### src/rtl/seq_pkg.sv
// Shared types and defaults for the loop sequencer.
package seq_pkg;

   localparam int unsigned IdxWidthDefault = 4;

   typedef enum logic [1:0] {
      IDLE,
      RUN,
      DONE
   } seq_state_e;

endpackage

### src/rtl/wrap_counter.sv
// Index counter that steps on enable and wraps to zero after reaching its terminal value.
module wrap_counter
   import seq_pkg::*;
#(
   parameter int unsigned IDX_WIDTH = IdxWidthDefault
) (
   input  logic                 clk_i,
   input  logic                 rst_i,
   input  logic                 clr_i,
   input  logic                 en_i,
   input  logic [IDX_WIDTH-1:0] term_i,
   output logic [IDX_WIDTH-1:0] idx_o,
   output logic                 wrap_o
);

   logic [IDX_WIDTH-1:0] idx_q, idx_d;

   assign wrap_o = en_i && (idx_q == term_i);
   assign idx_o  = idx_q;

   always_comb begin
      idx_d = idx_q;
      if (clr_i) begin
         idx_d = '0;
      end else if (en_i) begin
         idx_d = wrap_o ? '0 : idx_q + IDX_WIDTH'(1);
      end
   end

   always_ff @(posedge clk_i) begin
      if (rst_i) begin
         idx_q <= '0;
      end else begin
         idx_q <= idx_d;
      end
   end

endmodule

### src/rtl/loop_sequencer.sv
// Row/column index generator streaming rows*cols beats with a start/done handshake.
module loop_sequencer
   import seq_pkg::*;
#(
   parameter int unsigned IDX_WIDTH = IdxWidthDefault
) (
   input  logic                 seq_clk,
   input  logic                 seq_rst,
   input  logic                 seq_start_i,
   input  logic [IDX_WIDTH-1:0] seq_rows_i,
   input  logic [IDX_WIDTH-1:0] seq_cols_i,
   output logic                 seq_busy_o,
   output logic                 seq_done_o,
   output logic                 seq_valid_o,
   input  logic                 seq_ready_i,
   output logic [IDX_WIDTH-1:0] seq_row_o,
   output logic [IDX_WIDTH-1:0] seq_col_o,
   output logic                 seq_last_o,
   output logic                 seq_cnt_en_o
);

   seq_state_e           state_q, state_d;
   logic [IDX_WIDTH-1:0] rows_q, rows_d, cols_q, cols_d;
   logic [IDX_WIDTH-1:0] rows_m1, cols_m1;
   logic                 start_ok, bounds_nz, capture, fire, last_idx, col_wrap, row_wrap;

   assign start_ok  = (state_q == IDLE) && seq_start_i;
   assign bounds_nz = (seq_rows_i != '0) && (seq_cols_i != '0);
   assign capture   = start_ok && bounds_nz;
   assign fire      = seq_valid_o && seq_ready_i;
   assign rows_m1   = rows_q - IDX_WIDTH'(1);
   assign cols_m1   = cols_q - IDX_WIDTH'(1);
   assign last_idx  = (seq_row_o == rows_m1) && (seq_col_o == cols_m1);

   // On the final beat both counters wrap, leaving the indices at zero for the next run.
   wrap_counter #(
      .IDX_WIDTH(IDX_WIDTH)
   ) u_col (
      .clk_i (seq_clk),
      .rst_i (seq_rst),
      .clr_i (capture),
      .en_i  (fire),
      .term_i(cols_m1),
      .idx_o (seq_col_o),
      .wrap_o(col_wrap)
   );

   wrap_counter #(
      .IDX_WIDTH(IDX_WIDTH)
   ) u_row (
      .clk_i (seq_clk),
      .rst_i (seq_rst),
      .clr_i (capture),
      .en_i  (col_wrap),
      .term_i(rows_m1),
      .idx_o (seq_row_o),
      .wrap_o(row_wrap)
   );

   always_comb begin
      rows_d = rows_q;
      cols_d = cols_q;
      if (capture) begin
         rows_d = seq_rows_i;
         cols_d = seq_cols_i;
      end
   end

   always_ff @(posedge seq_clk) begin
      if (seq_rst) begin
         state_q <= IDLE;
         rows_q  <= '0;
         cols_q  <= '0;
      end else begin
         state_q <= state_d;
         rows_q  <= rows_d;
         cols_q  <= cols_d;
      end
   end

   always_comb begin
      state_d = state_q;
      unique case (state_q)
         IDLE:    if (seq_start_i) state_d = bounds_nz ? RUN : DONE;
         RUN:     if (fire && last_idx) state_d = DONE;
         DONE:    state_d = IDLE;
         default: state_d = IDLE;
      endcase
   end

   always_comb begin
      seq_valid_o  = (state_q == RUN);
      seq_busy_o   = (state_q != IDLE);
      seq_done_o   = (state_q == DONE);
      seq_last_o   = seq_valid_o && last_idx;
      seq_cnt_en_o = seq_valid_o && seq_ready_i;
   end

   logic unused_wrap;
   assign unused_wrap = row_wrap;

endmodule

### config.mk
export PLATFORM = sky130hd
export DESIGN_NAME = loop_sequencer
export DESIGN_NICKNAME = d
export VERILOG_FILES = /design/src/rtl/seq_pkg.sv /design/src/rtl/wrap_counter.sv /design/src/rtl/loop_sequencer.sv
export SDC_FILE = /design/constraint.sdc
export NUM_CORES = 1
export LEC_CHECK = 0
export CORE_MARGIN = 2
export CORE_UTILIZATION = 40
export CTS_BUF_LIST = sky130_fd_sc_hd__clkbuf_2
export DETAILED_ROUTE_END_ITERATION = 8
export GPL_ROUTABILITY_DRIVEN = 0
export GPL_TIMING_DRIVEN = 0
export PLACE_DENSITY_LB_ADDON = 0.15
export SETUP_SLACK_MARGIN = 0.2
export SLEW_MARGIN = 20
export SYNTH_ARGS = -nofsm -noshare
export SYNTH_HDL_FRONTEND = slang
export SYNTH_HIERARCHICAL = 1
export SYNTH_SLANG_ARGS = --single-unit
export TNS_END_PERCENT = 10
### constraint.sdc
create_clock -name seq_clk -period 1.97 [get_ports seq_clk]
set_input_delay 0.394 -clock seq_clk [delete_from_list [all_inputs] [get_ports seq_clk]]
set_output_delay 0.394 -clock seq_clk [all_outputs]
set_load 0.03 [all_outputs]
* Yosys cells after proc, flatten, opt, wreduce, memory -nomap -nowiden *
Index checks and enable logic that the tools add are counted.

storage, ports and cells
  flip-flop bits (word level) = 18
  output and inout bits = 13

operators by class
  $add $sub $neg = 4
  equal/unequal tests = 6
  mux-type cells = 6
  reductions and logical operators = 15

operators by type and width
  operator                                                                number
  1-bit logical AND                                                       9
  4-bit by 1-bit adder with 4-bit output (second input constant)          2
  4-bit equality test                                                     2
  4-bit 2-to-1 mux                                                        2
  4-bit nonzero test                                                      2
  4-bit by 1-bit subtractor with 4-bit output (second input constant)     2
  2-bit 2-to-1 mux                                                        3
  2-bit one-hot mux with 2 select lines                                   1
  2-bit by 1-bit equality test with 1-bit output (second input constant)  1
  2-bit equality test (second input constant)                             1
  2-bit zero test                                                         1
  2-bit by 1-bit != test with 1-bit output (second input constant)        1
  2-bit != test (second input constant)                                   1
  2-bit AND reduction                                                     1
  2-bit nonzero test                                                      1
  2-bit OR reduction                                                      1

* Logic depth before layout (Yosys ltp) *
Gate-level depths: netlist of the first run.

  depth after elaboration = 6
  gate-level depth with buffers = 9
  mapped depth without buffers = 9

* Hierarchy *
Netlist of the first run, hierarchy kept.

by module, submodules not included
  module          instances  cells each  area each (µm²)  sequential area each (µm²)
  loop_sequencer  1          71          660.6            200.2
  wrap_counter    2          24          246.5            80.1

* Worst setup path after synthesis of the first run *
Ideal clock, no wire load.

  path type = register to register
  start = reg state_q[0]
  end = reg u_row.idx_q[2] (netlist: u_row/idx_o[2])
  setup time = 0.091 ns
  arrival = 2.417 ns
  slack = -0.538 ns
  cell stages (with the launch flop) = 8
  path buffers = 0
  clock period less this slack = 2.508 ns
  path through = dfxtp_1 > nor2b_1 > and2_1 > and4_4 > and2_2 > nand2_1 > xor2_1 > a311oi_1

between the ends
  cells in the longest elaborated chain, start to end = 5
  elaborated cells on any way between the ends = 9
  classes of those cells = 1 x eq/ne; 1 x mux; 7 x reduce/logical

ends and longest elaborated chain
  what                                                RTL line              source
  from (decl)                                         loop_sequencer.sv:22  seq_state_e state_q, state_d;
  from (signal assigned)                              loop_sequencer.sv:75  state_q <= state_d;
  2-bit by 1-bit equality test with 1-bit output (*)  loop_sequencer.sv:92  seq_valid_o = (state_q == RUN);
  net seq_valid_o                                     loop_sequencer.sv:14  output logic seq_valid_o,
  1-bit logical AND (*)                               --
  net seq_cnt_en_o                                    loop_sequencer.sv:19  output logic seq_cnt_en_o
  1-bit logical AND (*)                               wrap_counter.sv:18    assign wrap_o = en_i && (idx_q == term_i);
  net col_wrap                                        loop_sequencer.sv:25  logic start_ok, bounds_nz, capture, fire, last_idx, col_wrap, row_wrap;
  1-bit logical AND                                   wrap_counter.sv:18
  4-bit 2-to-1 mux                                    wrap_counter.sv:26    idx_d = wrap_o ? '0 : idx_q + IDX_WIDTH'(1);
  to (signal assigned)                                wrap_counter.sv:34    idx_q <= idx_d;
  to (decl)                                           wrap_counter.sv:16    logic [IDX_WIDTH-1:0] idx_q, idx_d;

The timed path passes the listed nets; every way through them passes the cells marked *.
A chain may end at the register's enable or synchronous reset.

* Worst setup path in the final report of the first run *
  start = reg cols_q[0]
  end = out seq_last_o

between the ends
  cells in the longest elaborated chain, start to end = 4

ends and longest elaborated chain
  what                                         RTL line              source
  from (decl)                                  loop_sequencer.sv:23  logic [IDX_WIDTH-1:0] rows_q, rows_d, cols_q, cols_d;
  from (signal assigned)                       loop_sequencer.sv:77  cols_q <= cols_d;
  4-bit by 1-bit subtractor with 4-bit output  loop_sequencer.sv:32  assign cols_m1 = cols_q - IDX_WIDTH'(1);
  net cols_m1[0]                               loop_sequencer.sv:24  logic [IDX_WIDTH-1:0] rows_m1, cols_m1;
  4-bit equality test                          loop_sequencer.sv:33  assign last_idx = (seq_row_o == rows_m1) && (seq_col_o == cols_m1);
  1-bit logical AND                            loop_sequencer.sv:33
  1-bit logical AND                            loop_sequencer.sv:95  seq_last_o = seq_valid_o && last_idx;
  to (decl)                                    loop_sequencer.sv:18  output logic seq_last_o,

The timed path passes the listed nets, and every way through them passes these cells.

==> impl_metrics.prom, run 1 <==
# TYPE chip_impl_metric gauge
chip_impl_metric{name="critical-path-max-stage-delay",unit="ns"} 0.40
chip_impl_metric{name="groute.usage.overall",unit="%"} 17.5
chip_impl_info{name="critical_path.cell_chain",value="inv_4 -> ha_4 -> xnor2_1 -> nor4_2 -> nand4_1 -> nor3b_4 -> buf_6"} 1
chip_impl_info{name="worstHoldEndpoint",value="cols_q[1]"} 1
chip_impl_metric{name="placementRows",unit=""} 19
chip_impl_metric{name="intPower",unit="mW"} 0.590
chip_impl_info{name="hold_start",value="seq_cols_i[1]"} 1
chip_impl_metric{name="timing.final.crit_period",unit="ns"} 2.28
chip_impl_metric{name="post_route_met1_wirelength",unit="mm"} 1.23
chip_impl_info{name="cp-end-kind",value="primary output"} 1
chip_impl_metric{name="max-vdd-ir-drop",unit="mV"} 0.354
chip_impl_info{name="layout_commonest_cell",value="sky130_fd_sc_hd__xnor2_1"} 1
chip_impl_metric{name="p_per_area",unit="nW/um2"} 545
chip_impl_info{name="crit_family",value="simple AND/OR/NAND/NOR gates"} 1
chip_impl_metric{name="synth_area",unit="um2"} 1150
chip_impl_metric{name="timing.critical_path.fanout_max",unit=""} 2
chip_impl_metric{name="place.port_buffers",unit=""} 24
chip_impl_info{name="rr_endpoint",value="u_row/idx_o[2]"} 1
chip_impl_metric{name="area_growth_syn_to_layout",unit="%"} 41.4
chip_impl_info{name="cts_root_buffer",value="sky130_fd_sc_hd__clkbuf_2"} 1
chip_impl_metric{name="max_slew_margin_vs_limit",unit="%"} 69.0
chip_impl_metric{name="power_switching",unit="mW"} 0.294
chip_impl_info{name="maxUsedRoutingLayer",value="met4"} 1
chip_impl_metric{name="setup_violations_final",unit=""} 3
chip_impl_metric{name="route.antenna.remaining_nets",unit=""} 0
chip_impl_metric{name="htreeDepth",unit=""} 1
chip_impl_metric{name="post_synth_inst_count",unit=""} 118
chip_impl_metric{name="timing.reg2reg.worst_path_depth",unit=""} 10
chip_impl_metric{name="seqPwrFrac",unit="%"} 46.2
chip_impl_metric{name="worst_setup_hold_path_clk_slew",unit="ns"} 0.17
chip_impl_metric{name="transition_at_the_pin_with_the_smallest_max_transition_slack",unit="ns"} 0.465
chip_impl_metric{name="sw_frac_of_total",unit="%"} 33.3
chip_impl_metric{name="vias_per_cell",unit=""} 5.21
chip_impl_metric{name="floorplan.core_area",unit="um2"} 2730
chip_impl_info{name="setup_crit_path_kind",value="reg -> out"} 1
chip_impl_info{name="tritoncts",value="built"} 1
chip_impl_metric{name="final_core_occ",unit="%"} 59.3
chip_impl_metric{name="starting_density_of_the_core",unit="%"} 41.9
chip_impl_metric{name="dp_hpwl",unit="mm"} 1.86
chip_impl_info{name="final_cell_mix",value="sky130_fd_sc_hd__xnor2_1 (15), sky130_fd_sc_hd__dlygate4sd2_1 (12)"} 1
chip_impl_metric{name="cp_num_buf_inv",unit=""} 2
chip_impl_metric{name="worst_clk_skew",unit="ns"} 0.0257
chip_impl_metric{name="timing.max_cap.violations",unit=""} 0
chip_impl_metric{name="post_route_cells_drive_above_1_share",unit="%"} 34.6
chip_impl_metric{name="placedInstanceArea",unit="um2"} 1480
chip_impl_metric{name="grt_pass1_wl",unit="mm"} 4.47
chip_impl_metric{name="worstSkewPairLatency",unit="ns"} 0.32
chip_impl_metric{name="met2RoutedLength",unit="mm"} 1.30
chip_impl_metric{name="post_drt_wl_per_cell",unit="um"} 14.3
chip_impl_info{name="crit_path_top_delay_cell",value="sky130_fd_sc_hd__dfxtp_4"} 1
chip_impl_info{name="rsz0062_at_grt",value="true"} 1
chip_impl_metric{name="grt_pass1_vias",unit=""} 983
chip_impl_info{name="worst_r2r_startpoint",value="cols_q[1]"} 1
chip_impl_metric{name="min_period_over_period",unit="%"} 116
chip_impl_metric{name="met3_wl_post_dr",unit="um"} 80
chip_impl_metric{name="worstHoldPathCells",unit=""} 3
chip_impl_metric{name="place.detailed.instances",unit=""} 173
chip_impl_info{name="failed_checks",value="setup timing"} 1
chip_impl_metric{name="total_leakage_power",unit="nW"} 0.654
chip_impl_metric{name="yosys_warnings",unit=""} 6
chip_impl_metric{name="numCtsBuffers",unit=""} 3
chip_impl_info{name="outcome",value="finished with violations"} 1
chip_impl_metric{name="comb_power_share",unit="%"} 34.8
chip_impl_metric{name="detail_route.iter0.violations",unit=""} 21
chip_impl_metric{name="wl",unit="mm"} 2.64
chip_impl_metric{name="die_height",unit="um"} 57.5
chip_impl_metric{name="placement.setup.worst_slack",unit="ns"} -0.556
chip_impl_info{name="holdCritPathClass",value="in -> reg"} 1
chip_impl_metric{name="clock_sinks",unit=""} 18
chip_impl_metric{name="pin_count_of_the_biggest_net_entering_global_routing",unit=""} 12
chip_impl_info{name="kind_of_start_point_of_the_critical_path",value="register"} 1
chip_impl_metric{name="detailedRoute.firstPassIterationCount",unit=""} 4
chip_impl_metric{name="synth.net_count",unit=""} 134
chip_impl_metric{name="cp_data_required_time",unit="ns"} 1.58
chip_impl_metric{name="drv_slew",unit=""} 0
chip_impl_metric{name="antenna-diode-count",unit=""} 0
chip_impl_metric{name="finalNonFillerCells",unit=""} 184
chip_impl_metric{name="report.power.total",unit="mW"} 0.884
chip_impl_metric{name="vias",unit=""} 958
chip_impl_metric{name="postSynthAreaPerCell",unit="um2"} 9.71
chip_impl_metric{name="final.setup.worst_slack",unit="ns"} -0.313
chip_impl_metric{name="final-hold-violation-count",unit=""} 0
chip_impl_metric{name="highest_clock_frequency_the_design_can_meet",unit="MHz"} 438
chip_impl_metric{name="finalInstanceArea",unit="um2"} 1620
chip_impl_metric{name="width_of_the_chip",unit="um"} 57.5
chip_impl_metric{name="max-clock-path-buffers",unit=""} 2
chip_impl_metric{name="die_area",unit="um2"} 3310
chip_impl_metric{name="r2r_slack",unit="ns"} -0.05
chip_impl_metric{name="worstPathArrival",unit="ns"} 1.89
chip_impl_metric{name="drc",unit=""} 0
chip_impl_metric{name="power.clock.fraction",unit="%"} 19.0
chip_impl_metric{name="fin_nets",unit=""} 170
chip_impl_metric{name="io_pins",unit=""} 25
chip_impl_metric{name="grt_overflow_total",unit=""} 0
chip_impl_metric{name="grt_antenna_before_repair",unit=""} 0
worst register-to-register path, delay by kind of cell (launching register included):
kind | cells | cell delay, ns
simple gates | 4 | 0.70
xor+xnor | 3 | 0.47
flops | 1 | 0.36
buf+inv | 2 | 0.23
compound gates | 1 | 0.21
worst max-delay path by stage:
stage | to | depth (start not counted) | start | slack, ns
after global placement | seq_last_o | 7 | rows_q[1] | -0.53
after global routing | seq_last_o | 7 | cols_q[0] | -0.43
final | seq_last_o | 7 | cols_q[0] | -0.31
after detailed placement | seq_last_o | 7 | cols_q[0] | -0.56
after CTS | seq_last_o | 7 | rows_q[0] | -0.37
after floorplan | seq_last_o | 6 | cols_q[0] | 0.05
flip-flops by register name (all words and copies together), names as in the netlist:
register / flops
state_q: 2
cols_q: 4
u_row/idx_o: 4
u_col/idx_o: 4
rows_q: 4
stage by stage:
| step | hold WS [ns] | TNS (ns) |
|---|---|---|
| after global placement | 0.505 | -3.54 |
| after detailed placement | 0.525 | -3.63 |
| after global routing | 0.414 | -0.934 |
| after floorplan | 0.484 | 0 |
| final | 0.451 | -0.401 |
| after CTS | 0.462 | -0.375 |
routing by layer:
layer	vias to the layer above	global-route usage [%]
li1	483	-
met1	457	22.4
met2	16	28.7
met3	2	3.40
met4	0	6.98
met5	-	0
final cells by class:
type                    count  area, um2
plain buffers               2       15.0
multi-input cells          90        857
flip-flops and latches     18        380
clock buffers               3       15.0
well taps                  31       38.8
clock inverters             1       3.75
repair buffers             31        278
fillers                   243       1110
inverters                   8       32.5
power by group through the flow:
stage	Combinational [mW]	Clock (mW)	Sequential (mW)
after floorplan	0.205	0	0.412
after global placement	0.273	0	0.415
after detailed placement	0.276	0	0.416
after CTS	0.290	0.173	0.407
after global routing	0.333	0.196	0.412
final	0.307	0.168	0.408
timing repair:
item,in CTS,in global routing
hold buffers,0,0
pin swaps,16,5
resized for setup,43,15
hold endpoints to repair,0,0
setup buffers,5,2
endpoints found under the setup margin,21,15
(Power assumes the default switching activity.)
==> run 2, diff against run 1 <==
Settings changed: SLEW_MARGIN 20 to 5.
==> results of run 2 <==
The final DEF is identical to that of run 1; final timing and power are the same.
==> run 3, diff against run 2 <==
Settings changed: CORE_ASPECT_RATIO from default to 2.
==> run 3 against run 2 <==
Compared with the run above: the run still ends with setup timing left; final cell count down 2.7%; clock power about the same; critical endpoint unchanged; sequential share of layout area down 0.20 points; combinational power about the same; critical path depth unchanged; worst hold slack worse by 0.016 ns; global-route usage down 0.50 points; non-clock buffer count down 3; first-iteration DRC count down 48%; via count up 2.2%; routed wire length up 0.34%; design area down 0.15%.
==> impl_metrics.prom, run 3 (synthesis results as in run 1) <==
# TYPE chip_impl_metric gauge
chip_impl_info{name="outcome",value="finished with violations"} 1
chip_impl_info{name="failed_checks",value="setup timing"} 1
chip_impl_info{name="final_cell_mix",value="sky130_fd_sc_hd__xnor2_1 (14), sky130_fd_sc_hd__xor2_1 (10), sky130_fd_sc_hd__nor2_1 (10), sky130_fd_sc_hd__mux2i_1 (10), sky130_fd_sc_hd__clkdlybuf4s50_1 (10)"} 1
chip_impl_metric{name="numCtsBuffers",unit=""} 3
chip_impl_metric{name="place.port_buffers",unit=""} 24
chip_impl_metric{name="vias_per_cell",unit=""} 5.47
chip_impl_metric{name="placedInstanceArea",unit="um2"} 1470
chip_impl_metric{name="drv_slew",unit=""} 0
chip_impl_metric{name="post_drt_wl_per_cell",unit="um"} 14.8
chip_impl_metric{name="detailedRoute.firstPassIterationCount",unit=""} 4
chip_impl_metric{name="placement.setup.worst_slack",unit="ns"} -0.549
chip_impl_metric{name="grt_pass1_wl",unit="mm"} 4.45
chip_impl_metric{name="floorplan.core_area",unit="um2"} 2740
chip_impl_metric{name="place.detailed.instances",unit=""} 171
chip_impl_metric{name="seqPwrFrac",unit="%"} 46.5
chip_impl_metric{name="wl",unit="mm"} 2.65
chip_impl_metric{name="finalNonFillerCells",unit=""} 179
chip_impl_metric{name="die_area",unit="um2"} 3340
chip_impl_metric{name="worst_setup_hold_path_clk_slew",unit="ns"} 0.20
chip_impl_metric{name="power_switching",unit="mW"} 0.295
chip_impl_metric{name="placementRows",unit=""} 27
chip_impl_metric{name="setup_violations_final",unit=""} 1
chip_impl_metric{name="max-vdd-ir-drop",unit="mV"} 0.364
chip_impl_metric{name="cp_data_required_time",unit="ns"} 1.58
chip_impl_info{name="kind_of_start_point_of_the_critical_path",value="register"} 1
chip_impl_info{name="tritoncts",value="built"} 1
chip_impl_metric{name="io_pins",unit=""} 25
chip_impl_info{name="setup_crit_path_kind",value="reg -> out"} 1
chip_impl_metric{name="worst_clk_skew",unit="ns"} 0.0188
chip_impl_metric{name="width_of_the_chip",unit="um"} 41.9
chip_impl_metric{name="route.antenna.remaining_nets",unit=""} 0
chip_impl_metric{name="detail_route.iter0.violations",unit=""} 11
chip_impl_metric{name="min_period_over_period",unit="%"} 117
chip_impl_metric{name="fin_nets",unit=""} 167
chip_impl_metric{name="timing.max_cap.violations",unit=""} 0
chip_impl_metric{name="comb_power_share",unit="%"} 34.4
chip_impl_metric{name="num-fill-cells",unit=""} 259
chip_impl_metric{name="p_per_area",unit="nW/um2"} 546
chip_impl_metric{name="max_slew_margin_vs_limit",unit="%"} 70.9
chip_impl_metric{name="grt_antenna_before_repair",unit=""} 0
chip_impl_metric{name="vias",unit=""} 979
chip_impl_metric{name="intPower",unit="mW"} 0.589
chip_impl_metric{name="antenna-diode-count",unit=""} 0
chip_impl_info{name="cp-end-kind",value="primary output"} 1
chip_impl_info{name="layout_commonest_cell",value="sky130_fd_sc_hd__xnor2_1"} 1
chip_impl_metric{name="grt_overflow_total",unit=""} 0
chip_impl_metric{name="total_leakage_power",unit="nW"} 0.630
chip_impl_metric{name="starting_density_of_the_core",unit="%"} 41.9
chip_impl_metric{name="die_height",unit="um"} 79.7
chip_impl_metric{name="multi_input_comb_area",unit="um2"} 877
chip_impl_metric{name="sw_frac_of_total",unit="%"} 33.4
chip_impl_metric{name="area_of_all_sequential_standard_cells",unit="um2"} 377
chip_impl_metric{name="area_growth_syn_to_layout",unit="%"} 41.2
chip_impl_metric{name="pin_count_of_the_biggest_net_entering_global_routing",unit=""} 12
chip_impl_metric{name="groute.usage.overall",unit="%"} 17.0
chip_impl_metric{name="dp_hpwl",unit="mm"} 2.03
chip_impl_metric{name="transition_at_the_pin_with_the_smallest_max_transition_slack",unit="ns"} 0.437
chip_impl_metric{name="grt_pass1_vias",unit=""} 1020
chip_impl_metric{name="timing.final.crit_period",unit="ns"} 2.31
chip_impl_info{name="holdCritPathClass",value="in -> reg"} 1
chip_impl_metric{name="clock_sinks",unit=""} 18
chip_impl_metric{name="final.setup.worst_slack",unit="ns"} -0.335
chip_impl_metric{name="timing.critical_path.fanout_max",unit=""} 3
chip_impl_info{name="cts_root_buffer",value="sky130_fd_sc_hd__clkbuf_2"} 1
chip_impl_metric{name="cts_hold_repair.buffers",unit=""} 0
chip_impl_metric{name="htreeDepth",unit=""} 1
chip_impl_metric{name="final-hold-violation-count",unit=""} 0
chip_impl_metric{name="power.clock.fraction",unit="%"} 19.1
chip_impl_metric{name="drc",unit=""} 0
chip_impl_metric{name="worstPathArrival",unit="ns"} 1.91
chip_impl_metric{name="worstSkewPairLatency",unit="ns"} 0.32
chip_impl_metric{name="highest_clock_frequency_the_design_can_meet",unit="MHz"} 434
chip_impl_info{name="rsz0062_at_grt",value="true"} 1
chip_impl_metric{name="finalInstanceArea",unit="um2"} 1620
chip_impl_metric{name="post_route_cells_drive_above_1_share",unit="%"} 34.0
chip_impl_metric{name="max-clock-path-buffers",unit=""} 2
-- run 3: cell type report --
cell class / count / area share, %
Multi-Input combinational cell: 90 / 54.2
Sequential cell: 18 / 23.3
Timing Repair Buffer: 28 / 16.2
Tap cell: 29 / 2.24
Inverter: 8 / 2.01
Clock buffer: 3 / 0.928
Buffer: 2 / 0.928
Clock inverter: 1 / 0.232
-- run 3: what timing repair did --
| item | 4_1_cts | 5_1_grt |
|---|---|---|
| buffers inserted | 2 | 2 |
| pin swaps | 5 | 12 |
| gates resized for setup | 33 | 20 |
| gates cloned | 0 | 0 |
| hold endpoints to repair | 0 | 0 |
| setup endpoints to repair | 21 | 21 |
-- run 3: worst paths after layout --
check / startpoint / endpoint / slack [ns] / cells past startpoint
setup reg to reg: cols_q[0] / u_row/idx_o[3] / 0.06 / 8
hold reg to reg: rows_q[1] / rows_q[1] / 0.54 / 2
setup / recovery: rows_q[0] / seq_last_o / -0.34 / 7
hold / removal: seq_cols_i[3] / cols_q[3] / 0.44 / 3
-- run 3: routing by layer --
metal	GRT usage, %	wire length [um]	vias up
li1	-	-	478
met2	33.6	1590	18
met3	1.58	74	4
met1	17.1	941	479
met4	7.42	41	0
met5	0	0	-
-- run 3: worst max-delay path: stages, from the launching register on --
cell	delay, ns
sky130_fd_sc_hd__dfxtp_4	0.42
sky130_fd_sc_hd__inv_4	0.05
sky130_fd_sc_hd__ha_4	0.22
sky130_fd_sc_hd__xnor2_2	0.14
sky130_fd_sc_hd__nor4_2	0.20
sky130_fd_sc_hd__nand4_1	0.20
sky130_fd_sc_hd__nor3b_4	0.22
sky130_fd_sc_hd__buf_6	0.15
-- run 3: per-stage QoR --
stage / utilization (%) / power [mW] / TNS (ns) / hold slack [ns]
6_report: 59.1 / 0.884 / -0.335 / 0.435
5_1_grt: 59.1 / 0.932 / -0.493 / 0.464
4_1_cts: 55.6 / 0.865 / -0.378 / 0.538
3_5_place_dp: 53.8 / 0.696 / -5.35 / 0.524
3_3_place_gp: 53.8 / 0.691 / -4.79 / 0.507
2_1_floorplan: - / 0.618 / 0 / 0.484
-- run 3: power by group through the flow --
stage          clock network, mW  logic, mW  registers, mW
6_report                   0.169      0.304          0.411
3_5_place_dp                   0      0.279          0.417
4_1_cts                    0.177      0.279          0.409
3_3_place_gp                   0      0.276          0.414
5_1_grt                    0.187      0.330          0.414
2_1_floorplan                  0      0.205          0.412
